[config.mk]
export PLATFORM = sky130hd
export DESIGN_NAME = game_round_controller
export DESIGN_NICKNAME = d
export VERILOG_FILES = /design/src/rtl/game_round_controller.sv
export SDC_FILE = /design/constraint.sdc
export NUM_CORES = 1
export LEC_CHECK = 0
export ABC_AREA = 0
export BUFFER_PORTS_ARGS = -buffer_cell sky130_fd_sc_hd__buf_2
export CORE_MARGIN = 3
export CORE_UTILIZATION = 45
export CTS_BUF_LIST = sky130_fd_sc_hd__clkbuf_8 sky130_fd_sc_hd__clkbuf_16
export DETAILED_ROUTE_END_ITERATION = 8
export PLACE_DENSITY = 0.66
export SLEW_MARGIN = 20
export SYNTH_ARGS = -nofsm -noshare
export SYNTH_HDL_FRONTEND = slang
export SYNTH_SLANG_ARGS = --single-unit
[constraint.sdc]
create_clock -name clk -period 2.5 [get_ports clk]
set_input_delay 0.25 -clock clk [delete_from_list [all_inputs] [get_ports clk]]
set_output_delay 0.25 -clock clk [all_outputs]
set_load 0.1 [all_outputs]
[src/rtl/game_round_controller.sv]
// Round sequencer for a target/torpedo game: starts a game on a launch press,
// arms and aims the sprites, resolves each shot as a hit or a miss, keeps
// score, lives and level, and hands off to an end-of-game timer.
//
// state     | meaning
// ----------+------------------------------------------------------------
// IDLE      | no game running; results of the last game held
// ARM       | one cycle: load positions and velocities of both sprites
// AIM       | target moving, torpedo steered, waiting for launch
// FLY       | both sprites moving, waiting for collision or an exit
// RESOLVE   | one cycle: apply the hit or miss to score, level and lives
// END_START | one cycle: pulse the end-of-game timer start
// END_WAIT  | wait for the end-of-game timer to finish
module game_round_controller #(
    parameter int LIVES_INIT     = 3,
    parameter int HITS_PER_LEVEL = 4,
    parameter int LEVEL_MAX      = 7,
    parameter int SCORE_WIDTH    = 8
) (
    input  logic                   clk,
    input  logic                   rst,
    input  logic                   launch_key,
    input  logic                   collision,
    input  logic                   sprite_target_within_screen,
    input  logic                   sprite_torpedo_within_screen,
    input  logic                   end_of_game_timer_running,
    output logic                   sprite_target_write_xy,
    output logic                   sprite_target_write_dxy,
    output logic                   sprite_torpedo_write_xy,
    output logic                   sprite_torpedo_write_dxy,
    output logic                   sprite_target_enable_update,
    output logic                   sprite_torpedo_enable_update,
    output logic                   end_of_game_timer_start,
    output logic                   game_won,
    output logic                   game_over,
    output logic [SCORE_WIDTH-1:0] score,
    output logic [1:0]             lives,
    output logic [2:0]             level
);

    localparam int HW = (HITS_PER_LEVEL > 1) ? $clog2(HITS_PER_LEVEL + 1) : 1;
    // Wide enough to hold score + (level + 1) without wrapping, so the
    // saturation test is a plain compare.
    localparam int AW = ((SCORE_WIDTH > 3) ? SCORE_WIDTH : 3) + 1;
    localparam logic [AW-1:0] SCORE_MAX = AW'({SCORE_WIDTH{1'b1}});

    typedef enum logic [2:0] {
        S_IDLE, S_ARM, S_AIM, S_FLY, S_RESOLVE, S_END_START, S_END_WAIT
    } state_t;

    state_t                   state;
    state_t                   state_nxt;
    logic                     launch_key_q;
    logic                     launch_ok;
    logic                     running_q;
    logic                     hit_q;
    logic [HW-1:0]            hit_cnt;

    logic                     launch_rise;
    logic                     timer_fall;
    logic [AW-1:0]            score_sum;
    logic [SCORE_WIDTH-1:0]   score_hit;
    logic [HW-1:0]            hit_cnt_inc;
    logic                     level_done;
    logic                     at_last_level;
    logic [1:0]               lives_dec;

    // launch_ok stays low after reset until the key is seen released, so a
    // button held through reset cannot start a game on its own.
    assign launch_rise   = launch_key & ~launch_key_q & launch_ok;
    assign timer_fall    = running_q & ~end_of_game_timer_running;
    assign score_sum     = AW'(score) + AW'(level) + AW'(1);
    assign score_hit     = (score_sum > SCORE_MAX) ? {SCORE_WIDTH{1'b1}}
                                                   : score_sum[SCORE_WIDTH-1:0];
    assign hit_cnt_inc   = hit_cnt + HW'(1);
    assign level_done    = (hit_cnt_inc == HW'(HITS_PER_LEVEL));
    assign at_last_level = (level == 3'(LEVEL_MAX));
    assign lives_dec     = (lives != 2'd0) ? lives - 2'd1 : 2'd0;

    // Input edge detectors for the launch key and the end-of-game timer.
    always_ff @(posedge clk) begin
        if (rst) begin
            launch_key_q <= 1'b0;
            launch_ok    <= 1'b0;
            running_q    <= 1'b0;
        end else begin
            launch_key_q <= launch_key;
            running_q    <= end_of_game_timer_running;
            if (!launch_key) launch_ok <= 1'b1;
        end
    end

    // Next-state selection.
    always_comb begin
        state_nxt = state;
        case (state)
            S_IDLE:      if (launch_rise) state_nxt = S_ARM;
            S_ARM:       state_nxt = S_AIM;
            S_AIM: begin
                if (launch_rise)                       state_nxt = S_FLY;
                else if (!sprite_target_within_screen) state_nxt = S_ARM;
            end
            S_FLY: begin
                if (collision || !sprite_torpedo_within_screen ||
                    !sprite_target_within_screen)      state_nxt = S_RESOLVE;
            end
            S_RESOLVE: begin
                if (hit_q) state_nxt = (level_done && at_last_level) ? S_END_START : S_ARM;
                else       state_nxt = (lives_dec == 2'd0) ? S_END_START : S_ARM;
            end
            S_END_START: state_nxt = S_END_WAIT;
            S_END_WAIT:  if (timer_fall) state_nxt = S_IDLE;
            default:     state_nxt = S_IDLE;
        endcase
    end

    // State register, registered Moore outputs and game bookkeeping.
    always_ff @(posedge clk) begin
        if (rst) begin
            state                        <= S_IDLE;
            sprite_target_write_xy       <= 1'b0;
            sprite_target_write_dxy      <= 1'b0;
            sprite_torpedo_write_xy      <= 1'b0;
            sprite_torpedo_write_dxy     <= 1'b0;
            sprite_target_enable_update  <= 1'b0;
            sprite_torpedo_enable_update <= 1'b0;
            end_of_game_timer_start      <= 1'b0;
            score                        <= '0;
            lives                        <= 2'(LIVES_INIT);
            level                        <= 3'd0;
            hit_cnt                      <= '0;
            hit_q                        <= 1'b0;
            game_won                     <= 1'b0;
            game_over                    <= 1'b0;
        end else begin
            state <= state_nxt;

            sprite_target_write_xy       <= 1'b0;
            sprite_target_write_dxy      <= 1'b0;
            sprite_torpedo_write_xy      <= 1'b0;
            sprite_torpedo_write_dxy     <= 1'b0;
            sprite_target_enable_update  <= 1'b0;
            sprite_torpedo_enable_update <= 1'b0;
            end_of_game_timer_start      <= 1'b0;
            case (state_nxt)
                S_ARM: begin
                    sprite_target_write_xy   <= 1'b1;
                    sprite_target_write_dxy  <= 1'b1;
                    sprite_torpedo_write_xy  <= 1'b1;
                    sprite_torpedo_write_dxy <= 1'b1;
                end
                S_AIM: begin
                    sprite_target_enable_update <= 1'b1;
                    sprite_torpedo_write_dxy    <= 1'b1;
                end
                S_FLY: begin
                    sprite_target_enable_update  <= 1'b1;
                    sprite_torpedo_enable_update <= 1'b1;
                end
                S_END_START: end_of_game_timer_start <= 1'b1;
                default: ;
            endcase

            if (state == S_IDLE && launch_rise) begin
                score     <= '0;
                hit_cnt   <= '0;
                level     <= 3'd0;
                lives     <= 2'(LIVES_INIT);
                game_won  <= 1'b0;
                game_over <= 1'b0;
            end

            // Collision wins over a simultaneous exit.
            if (state == S_FLY) hit_q <= collision;

            if (state == S_RESOLVE) begin
                if (hit_q) begin
                    score <= score_hit;
                    if (level_done) begin
                        hit_cnt <= '0;
                        if (at_last_level) game_won <= 1'b1;
                        else               level    <= level + 3'd1;
                    end else begin
                        hit_cnt <= hit_cnt_inc;
                    end
                end else begin
                    lives <= lives_dec;
                    if (lives_dec == 2'd0) game_won <= 1'b0;
                end
                if (state_nxt == S_END_START) game_over <= 1'b1;
            end
        end
    end

endmodule

==> results of run 1 <==
## registers in the layout (all words and copies together), names as in the netlist
name / count
sprite_target_enable_update: 1
launch_key_q: 1
end_of_game_timer_start: 1
level: 3
hit_q: 1
running_q: 1
game_won: 1
sprite_torpedo_write_xy: 1
hit_cnt: 3
sprite_torpedo_enable_update: 1
launch_ok: 1
game_over: 1
score: 8
state: 3
lives: 2
sprite_torpedo_write_dxy: 1
## power by group through the flow
stage	logic [mW]	clock network, mW	registers, mW
floorplan	0.0452	0	0.520
global placement	0.0763	0	0.503
detailed placement	0.0772	0	0.503
CTS	0.0775	0.493	0.492
global route	0.0833	0.507	0.493
finish	0.0771	0.477	0.492
## final cells by class
type                       count  area share (%)
timing repair buffer          30           8.732
multi-input combinational    124           45.85
tap                           44           3.099
sequential                    30           34.08
inverter                      10           2.113
clock buffer                   5           3.873
clock inverter                 3           2.254
## per-stage QoR
step	total power [mW]	instances	area, um^2	hold slack (ps)
2_1_floorplan	0.5657	174	1519	318.9
5_1_grt	1.083	246	1777	170.3
6_report	1.047	246	1777	170.6
4_1_cts	1.062	246	1777	158.6
3_3_place_gp	0.5789	238	1668	433.3
3_5_place_dp	0.5800	238	1668	438.5
## cells by family (layout without fill, tap and decap cells)
group	after synthesis	count (layout)	share of synthesized area (%)
DFF	30	30	39.67
buffers and inverters	20	48	6.529
AOI/OAI and AO/OA	36	36	15.29
xor gates and xnor gates	1	1	0.5786
and+or+nand+nor	73	73	26.53
muxes	4	4	2.645
adders and majority gates	10	10	8.761
## routing by layer
| metal | up-vias | routed length (um) | part of all wire, % | GRT usage, % |
|---|---|---|---|---|
| met5 | - | 0 | 0 | 0 |
| li1 | 671 | - | - | - |
| met1 | 627 | 1415 | 44 | 19.98 |
| met3 | 3 | 156 | 4.9 | 5.800 |
| met4 | 0 | 23 | 0.72 | 4.582 |
| met2 | 29 | 1602 | 50 | 27.87 |
## cells in the mapped netlist, types with 2 or more instances
cell type / count / area share (%)
mux2i_1: 4 / 2.6
and3_1: 2 / 0.83
nor2_1: 15 / 3.7
buf_4: 3 / 1.5
a311oi_1: 2 / 1.2
inv_1: 10 / 2.5
dfxtp_1: 30 / 40
nand2_1: 12 / 3.0
nor4_1: 3 / 1.2
buf_2: 4 / 1.3
nand3_1: 8 / 2.6
a31oi_1: 6 / 2.5
clkbuf_1: 2 / 0.50
a22oi_1: 2 / 0.99
nor2b_1: 6 / 2.5
nor3_1: 10 / 3.3
a21oi_1: 13 / 4.3
and3b_1: 2 / 1.2
ha_1: 9 / 7.4
nand2b_1: 4 / 1.7
o21ai_0: 5 / 1.7
## worst register-to-register path: cells and delay by family, from the launching register on
family | cells | cell delay (ps)
AOI/OAI and AO/OA | 3 | 610
adders and majority gates | 2 | 590
buffers and inverters | 1 | 70
DFF | 1 | 350
and+or+nand+nor | 2 | 330
## how the worst max path moves through the flow
stage	to	from	depth (start not counted)	slack [ps]
3_3_place_gp	score[6]	level[0]	8	550
2_1_floorplan	score[6]	level[0]	8	70
6_report	score[6]	level[0]	8	480
3_5_place_dp	score[6]	level[0]	8	490
4_1_cts	score[6]	level[0]	8	470
5_1_grt	score[6]	level[0]	8	270
==> flow_metrics.env, run 1 <==
export IMPL_ir_drop_mv=0.4411
export IMPL_fin_nets=218
export IMPL_critical_path_max_stage_delay_ps=400
export IMPL_yosysWarnings=0
export IMPL_synthArstFlopShare_pct=0
export IMPL_clock_skew_ps=7.286
export IMPL_syn_area_um2=1514
export IMPL_critPathBufInv=1
export IMPL_final_setup_viol_count=0
export IMPL_synth_net_count=191
export IMPL_rows=20
export IMPL_grt_ovfl_total=0
export IMPL_required_ps=2690
export IMPL_antennaDiodeCount=0
export IMPL_fin_setup_tns_ps=0
export IMPL_postRouteAntennaNets=0
export IMPL_synth_distinct_cells=43
export IMPL_dp_final_hpwl_um=2316
export IMPL_gp_congestion=0.7733
export IMPL_avgSynthCellArea_um2=8.701
export IMPL_fill_cells=319
export IMPL_r2r_setup_slack_ps=480
export IMPL_seq_area_um2=605.6
export IMPL_htreeDepth=2
export IMPL_switching_share_pct=23.88
export IMPL_layout_setup_ws_ps=476.2
export IMPL_vias=1330
export IMPL_crit_chain="inv_1, ha_1, fa_1, nor2b_1, o21ai_0, nor2_2, a31oi_1, a2111oi_2"
export IMPL_numClockSinks=30
export IMPL_switchingPower_uw=249.9
export IMPL_die_w_um=64
export IMPL_grt_use_total_pct=16.61
export IMPL_max_cap_violations=0
export IMPL_crit_path_top_delay_cell="fa_1"
export IMPL_multi_input_area_um2=814.5
export IMPL_grt_pass1_wl_um=5382
export IMPL_cts_resized=0
export IMPL_cp_top_family="compound AO/OA/AOI/OAI gates"
export IMPL_die_h_um=64
export IMPL_cp_max_fo=4
export IMPL_clock_latency_ps=280
export IMPL_hold_path_class="input pin to register"
export IMPL_internal_power_uw=796.6
export IMPL_p_leak_nw=0.7250
export IMPL_port_buffers=28
export IMPL_drv_slew=0
export IMPL_cts_tree="built"
export IMPL_synth_seq_cells=30
export IMPL_crit_type="register to register"
export IMPL_layout_commonest_cell="buf_2"
export IMPL_worst_pin_slew_ps=704.1
export IMPL_ctsRootBufferMaster="clkbuf_8"
export IMPL_hold_path_endpoint="launch_ok"
export IMPL_rsz0062_at_grt="false"
export IMPL_grt_start_max_net_pins=26
export IMPL_routed_wl_um=3198
export IMPL_first_pass_iters=4
export IMPL_finalHoldViolations=0
export IMPL_antenna_found_initial=0
export IMPL_core_um2=3128
export IMPL_seqPwrFrac_pct=47.0
export IMPL_layout_common_cells="buf_2 (28), dfxtp_1 (26), nor2_1 (15), a21oi_1 (13), nand2_1 (12)"
export IMPL_layout_drive_gt1_share_pct=23.76
export IMPL_synth_edff_count=0
export IMPL_area_delta_synth_final_pct=17.36
export IMPL_max_slew_margin_rel_pct=52.63
export IMPL_clk_pin_slew_ps=70
export IMPL_post_cts_buffers=0
export IMPL_p_clk_share_pct=45.6
export IMPL_wl_per_cell_um=13.00
export IMPL_crit_path_start_kind="register"
export IMPL_cts_buffers=5
export IMPL_ys_flop_type="dfxtp_1"
export IMPL_rr_endpoint="score[6]"
export IMPL_worstHoldPathCells=2
export IMPL_powerDensity_nw_per_um2=589.0
export IMPL_postLayoutCoreUtil_pct=56.80
export IMPL_max_freq_ghz=0.4941
export IMPL_floorplan_initialDensity_pct=48.40
export IMPL_drt_iter0_markers=45
export IMPL_fin_crit_ps=2024
export IMPL_ys_seq_area_share_pct=39.67
export IMPL_ctsHoldBuffers=0
export IMPL_vias_per_cell=5.407
export IMPL_period_share_pct=80.95
export IMPL_cts_buffer_depth=2
export IMPL_r2r_start="level[0]"
export IMPL_dp_worst_setup_slack_ps=490.8
export IMPL_die_area_um2=4096
export IMPL_grt_pass1_vias=1214
export IMPL_power_frac_comb_pct=7.4
export IMPL_syn_inst=174
export IMPL_reg2reg_depth=8
export IMPL_end_kind="register"
export IMPL_arrival_ps=2210
export IMPL_pin_count=29
export IMPL_run_status="finished clean"
export IMPL_hp_start="launch_key"
export IMPL_post_route_drc_count=0
Power figures use the tool's default switching activity.
==> inputs of run 2 (changes only) <==
--- a/config.mk
+++ b/config.mk
@@ -11,7 +11,7 @@
 export CORE_UTILIZATION = 45
 export CTS_BUF_LIST = sky130_fd_sc_hd__clkbuf_8 sky130_fd_sc_hd__clkbuf_16
 export DETAILED_ROUTE_END_ITERATION = 8
-export PLACE_DENSITY = 0.66
+export PLACE_DENSITY = 0.69
 export SLEW_MARGIN = 20
 export SYNTH_ARGS = -nofsm -noshare
 export SYNTH_HDL_FRONTEND = slang
==> constraint.sdc (replaced) <==
create_clock -name clk -period 1.8 [get_ports clk]
set_input_delay 0.18 -clock clk [delete_from_list [all_inputs] [get_ports clk]]
set_output_delay 0.18 -clock clk [all_outputs]
set_load 0.1 [all_outputs]
==> run 2 against run 1 <==
- global-route usage up 1.3 points
- sequential share of layout area down 1.6 points
- combinational power up 49%
- via count up 2.1%
- power up 22%
- routed wire length up 2.2%
- largest cell class unchanged
- largest power group unchanged
- highest routed layer unchanged
==> flow_metrics.env, run 2 (synthesized netlist as in run 1, its figures left out) <==
export IMPL_grt_start_max_net_pins=26
export IMPL_p_leak_nw=0.7760
export IMPL_clk_pin_slew_ps=70
export IMPL_run_status="finished clean"
export IMPL_crit_path_top_delay_cell="fa_2"
export IMPL_port_buffers=28
export IMPL_rows=20
export IMPL_clock_latency_ps=280
export IMPL_max_slew_margin_rel_pct=64.52
export IMPL_fin_setup_tns_ps=0
export IMPL_vias_per_cell=5.346
export IMPL_drt_iter0_markers=79
export IMPL_cts_tree="built"
export IMPL_critPathBufInv=1
export IMPL_powerDensity_nw_per_um2=659.7
export IMPL_ir_drop_mv=0.5013
export IMPL_r2r_start="score[0]"
export IMPL_dp_final_hpwl_um=2362
export IMPL_fin_nets=226
export IMPL_grt_pass1_wl_um=5789
export IMPL_cts_buffer_depth=2
export IMPL_worst_path_stages=8
export IMPL_crit_type="register to register"
export IMPL_first_pass_iters=4
export IMPL_crit_start="score[0]"
export IMPL_cts_buffers=5
export IMPL_crit_path_start_kind="register"
export IMPL_die_h_um=64
export IMPL_drv_slew=0
export IMPL_rsz0062_at_grt="true"
export IMPL_max_cap_violations=0
export IMPL_floorplan_initialDensity_pct=48.40
export IMPL_htreeDepth=2
export IMPL_end_kind="register"
export IMPL_ctsHoldBuffers=0
export IMPL_largest_register="score"
export IMPL_post_route_drc_count=0
export IMPL_area_delta_synth_final_pct=27.60
export IMPL_layout_setup_ws_ps=35.59
export IMPL_postRouteAntennaNets=0
export IMPL_required_ps=1960
export IMPL_wl_per_cell_um=12.86
export IMPL_cp_top_family="adder cells"
export IMPL_worstHoldPathCells=2
export IMPL_postLayoutCoreUtil_pct=61.76
export IMPL_routed_wl_um=3267
export IMPL_largest_register_ffs=8
export IMPL_layout_commonest_cell="buf_2"
export IMPL_pin_count=29
export IMPL_worst_pin_slew_ps=529.0
export IMPL_crit_chain="inv_4, ha_4, fa_2, nor2b_4, o21ai_2, nor2_2, a31oi_1, a2111oi_2"
export IMPL_grt_ovfl_total=0
export IMPL_clock_skew_ps=11.91
export IMPL_grt_pass1_vias=1300
export IMPL_critical_path_max_stage_delay_ps=380
export IMPL_multi_input_area_um2=910.9
export IMPL_hp_start="launch_key"
export IMPL_reg2reg_depth=8
export IMPL_ctsRootBufferMaster="clkbuf_8"
export IMPL_cp_max_fo=3
export IMPL_layout_drive_gt1_share_pct=36.19
export IMPL_gp_congestion=0.8301
export IMPL_max_freq_ghz=0.5668
export IMPL_layout_common_cells="buf_2 (28), dfxtp_1 (20), nor2_1 (14), a21oi_1 (13), nand2_1 (12)"
export IMPL_dp_worst_setup_slack_ps=10.00
export IMPL_hold_path_endpoint="launch_ok"
export IMPL_seq_area_um2=628.1
export IMPL_antenna_found_initial=0
export IMPL_numClockSinks=30
export IMPL_period_share_pct=98.02
export IMPL_hold_path_class="input pin to register"
export IMPL_die_w_um=64
export IMPL_r2r_setup_slack_ps=40
export IMPL_die_area_um2=4096
export IMPL_rr_endpoint="score[6]"
export IMPL_fin_total_pwr_mw=1.274
export IMPL_antennaDiodeCount=0
export IMPL_core_um2=3128
export IMPL_finalHoldViolations=0
export IMPL_final_setup_viol_count=0
export IMPL_fin_crit_ps=1764
export IMPL_vias=1358
export IMPL_fill_cells=283
export IMPL_arrival_ps=1930
export IMPL_grt_use_total_pct=17.96
[run 2: layout make-up]
type / instances / share of cell area, %
clock inverters: 3 / 0.5829
clock buffers: 5 / 3.562
multi-input cells: 124 / 47.15
well taps: 44 / 2.850
inverters: 10 / 2.202
flip-flops and latches: 30 / 32.51
repair buffers: 38 / 11.14
[run 2: worst max path at each step]
stage          slack [ps]                        to
4_1_cts                 3                  score[3]
5_1_grt              -100  sprite_torpedo_write_dxy
3_5_place_dp           10                  score[3]
6_report               40                  score[6]
3_3_place_gp           90                  score[6]
2_1_floorplan        -140                  score[6]
[run 2: report_power, final]
group,leakage [nW],internal [mW],switching (mW)
Sequential,0.249,0.665,0.00932
Combinational,0.475,0.0286,0.0862
Clock,0.0519,0.256,0.229
[run 2: through the flow]
| step | hold slack, ps | std cells | cell area [um^2] |
|---|---|---|---|
| detailed placement | 402.2 | 243 | 1760 |
| global route | 122.5 | 254 | 1932 |
| global placement | 384.9 | 243 | 1760 |
| CTS | 100.3 | 251 | 1841 |
| floorplan | 251.6 | 174 | 1574 |
| finish | 110.0 | 254 | 1932 |
[run 2: layer usage]
metal / global-route usage [%] / up-vias / routed length [um]
met3: 5.800 / 4 / 154
li1: - / 693 / -
met2: 28.52 / 35 / 1543
met4: 5.660 / 0 / 37
met1: 22.96 / 626 / 1532
met5: 0 / - / 0
[run 2: what timing repair did]
action                     in CTS  in global routing
gates resized for setup         0                 15
setup endpoints to repair       1                  9
pin swaps                       1                  4
cloned                          0                  0
setup buffers                   0                  3
==> inputs of run 3 (changes only) <==
--- a/config.mk
+++ b/config.mk
@@ -5,13 +5,14 @@
 export SDC_FILE = /design/constraint.sdc
 export NUM_CORES = 1
 export LEC_CHECK = 0
-export ABC_AREA = 0
+export ABC_AREA = 1
 export BUFFER_PORTS_ARGS = -buffer_cell sky130_fd_sc_hd__buf_2
 export CORE_MARGIN = 3
 export CORE_UTILIZATION = 45
 export CTS_BUF_LIST = sky130_fd_sc_hd__clkbuf_8 sky130_fd_sc_hd__clkbuf_16
+export CTS_CLUSTER_SIZE = 8
 export DETAILED_ROUTE_END_ITERATION = 8
-export PLACE_DENSITY = 0.69
+export PLACE_DENSITY = 0.68
 export SLEW_MARGIN = 20
 export SYNTH_ARGS = -nofsm -noshare
 export SYNTH_HDL_FRONTEND = slang
==> run 3 against run 2 <==
- clock power increased by 24%
- critical path depth rose by 4
- sequential share of layout area rose by 0.80 points
- routed wire length is 4.4% lower
- non-clock buffer count shrank 10
- cell count up 15%
- die area is 2.5% higher
- global-route usage down 0.69 points
- via count increased by 3.1%
- setup slack better by 180 ps
==> flow_metrics.env, run 3 <==
export IMPL_required_ps=1980
export IMPL_hold_path_class="input pin to register"
export IMPL_synth_top_cell_by_area="dfxtp_1"
export IMPL_cts_buffers=5
export IMPL_placed_area_um2=1759
export IMPL_multi_input_area_um2=808.3
export IMPL_drv_slew=0
export IMPL_grt_pass1_wl_um=5651
export IMPL_ys_seq_area_share_pct=38.62
export IMPL_ys_flop_type="dfxtp_1"
export IMPL_synth_edff_count=0
export IMPL_synthArstFlopShare_pct=0
export IMPL_hold_ws_ps=114.7
export IMPL_layout_common_cells="nand2_1 (49), inv_1 (29), buf_2 (28), dfxtp_1 (22), nor2_1 (20)"
export IMPL_syn_inst=214
export IMPL_syn_area_um2=1555
export IMPL_critPathBufInv=4
export IMPL_grt_use_total_pct=17.27
export IMPL_dp_final_hpwl_um=2406
export IMPL_end_kind="register"
export IMPL_antenna_found_initial=0
export IMPL_die_h_um=64.79
export IMPL_p_leak_nw=0.9640
export IMPL_post_cts_buffers=0
export IMPL_drt_iter0_markers=62
export IMPL_vias_per_cell=4.811
export IMPL_crit_path_top_delay_cell="dfxtp_4"
export IMPL_crit_path_start_kind="register"
export IMPL_postRouteAntennaNets=0
export IMPL_clk_pin_slew_ps=70
export IMPL_dp_worst_setup_slack_ps=227.3
export IMPL_place_inst=283
export IMPL_cts_buffer_depth=2
export IMPL_crit_type="register to register"
export IMPL_run_status="finished clean"
export IMPL_layout_setup_ws_ps=213.4
export IMPL_powerDensity_nw_per_um2=733.8
export IMPL_wl_per_cell_um=10.73
export IMPL_grt_pass1_vias=1310
export IMPL_post_route_drc_count=0
export IMPL_gp_congestion=0.8418
export IMPL_synth_seq_cells=30
export IMPL_die_area_um2=4198
export IMPL_routed_wl_um=3123
export IMPL_cts_tree="built"
export IMPL_max_cap_violations=0
export IMPL_fin_total_pwr_mw=1.367
export IMPL_final_setup_viol_count=0
export IMPL_largest_register_ffs=8
export IMPL_layout_drive_gt1_share_pct=26.32
export IMPL_synth_top_area_share_pct=38.62
export IMPL_crit_chain="inv_2, ha_2, fa_2, inv_1, nand2_1, nand2_1, nand2_2, inv_2, a21oi_4, nand3_1, nand2_1, inv_1"
export IMPL_yosysMostFrequentCell="nand2_1"
export IMPL_vias=1400
export IMPL_clock_skew_ps=6.156
export IMPL_synthTopCellsByArea="dfxtp_1 (39%), nand2_1 (12%), inv_1 (7.7%), ha_1 (7.2%), a21oi_1 (6.1%)"
export IMPL_htreeDepth=2
export IMPL_fill_cells=315
export IMPL_clock_latency_ps=280
export IMPL_hp_start="end_of_game_timer_running"
export IMPL_finalHoldViolations=0
export IMPL_fin_nets=263
export IMPL_numClockSinks=30
export IMPL_first_pass_iters=4
export IMPL_cts_resized=0
export IMPL_arrival_ps=1770
export IMPL_ir_drop_mv=0.4019
export IMPL_fin_crit_ps=1587
export IMPL_pin_count=29
export IMPL_avgSynthCellArea_um2=7.267
export IMPL_crit_start="level[0]"
export IMPL_max_freq_ghz=0.6303
export IMPL_worst_pin_slew_ps=496.3
export IMPL_fin_setup_tns_ps=0
export IMPL_ctsRootBufferMaster="clkbuf_8"
export IMPL_postLayoutCoreUtil_pct=58.62
export IMPL_yosysWarnings=0
export IMPL_synth_net_count=231
export IMPL_max_slew_margin_rel_pct=67.14
export IMPL_ctsHoldBuffers=0
export IMPL_period_share_pct=88.15
export IMPL_synth_distinct_cells=26
export IMPL_rsz0062_at_grt="false"
export IMPL_instances_no_fill=291
export IMPL_grt_start_max_net_pins=15
export IMPL_crit_top_cell="nand2_1"
export IMPL_fin_area_um2=1863
export IMPL_synth_commonest_cells="nand2_1 (50), inv_1 (32), dfxtp_1 (30), nor2_1 (20), a21oi_1 (19)"
export IMPL_area_delta_synth_final_pct=19.79
export IMPL_floorplan_initialDensity_pct=48.94
export IMPL_core_um2=3178
export IMPL_r2r_start="level[0]"
export IMPL_largest_register="score"
export IMPL_cp_max_fo=6
export IMPL_die_w_um=64.79
export IMPL_grt_ovfl_total=0
export IMPL_cp_top_family="adder cells"
export IMPL_seq_area_um2=620.6
export IMPL_critical_path_max_stage_delay_ps=350
export IMPL_antennaDiodeCount=0
export IMPL_port_buffers=28
export IMPL_layout_commonest_cell="nand2_1"
export IMPL_rows=20
[run 3: cell type report]
type	count	share of cell area (%)
inverter	36	7.253
multi-input combinational	145	43.38
clock inverter	2	0.5373
clock buffer	6	5.037
tap	44	2.955
sequential	30	33.31
timing repair buffer	28	7.522
[run 3: path summary, 6_finish.rpt]
check                to  slack (ps)  depth (start not counted)
min           running_q         110                          3
max            score[5]         210                         12
min reg2reg  hit_cnt[1]         460                          2
max reg2reg    score[5]         210                         12
[run 3: layer usage]
metal | wire length, um | vias to the layer above | track usage, %
li1 | - | 743 | -
met1 | 1589 | 622 | 22.81
met2 | 1322 | 31 | 26.69
met3 | 168 | 4 | 5.373
met4 | 43 | 0 | 5.541
met5 | 0 | - | 0
[run 3: tightest hold or removal path, stage by stage]
cell and delay [ps]:
buf_2 100, inv_1 40, nor2_1 30
[run 3: cell families after synthesis]
family | Yosys count | share of synthesized area, %
DFF | 30 | 38.62
buffers and inverters | 39 | 9.895
adders and majority gates | 10 | 8.528
and+or+nand+nor | 101 | 30.41
xor gates and xnor gates | 2 | 1.127
AOI/OAI and AO/OA | 32 | 11.42
[run 3: power breakdown]
| group | total [mW] | switching (mW) | internal [mW] |
|---|---|---|---|
| Combinational | 0.0938 | 0.0723 | 0.0214 |
| Clock | 0.603 | 0.252 | 0.351 |
| Sequential | 0.671 | 0.00487 | 0.666 |
| Total | 1.37 | 0.329 | 1.04 |
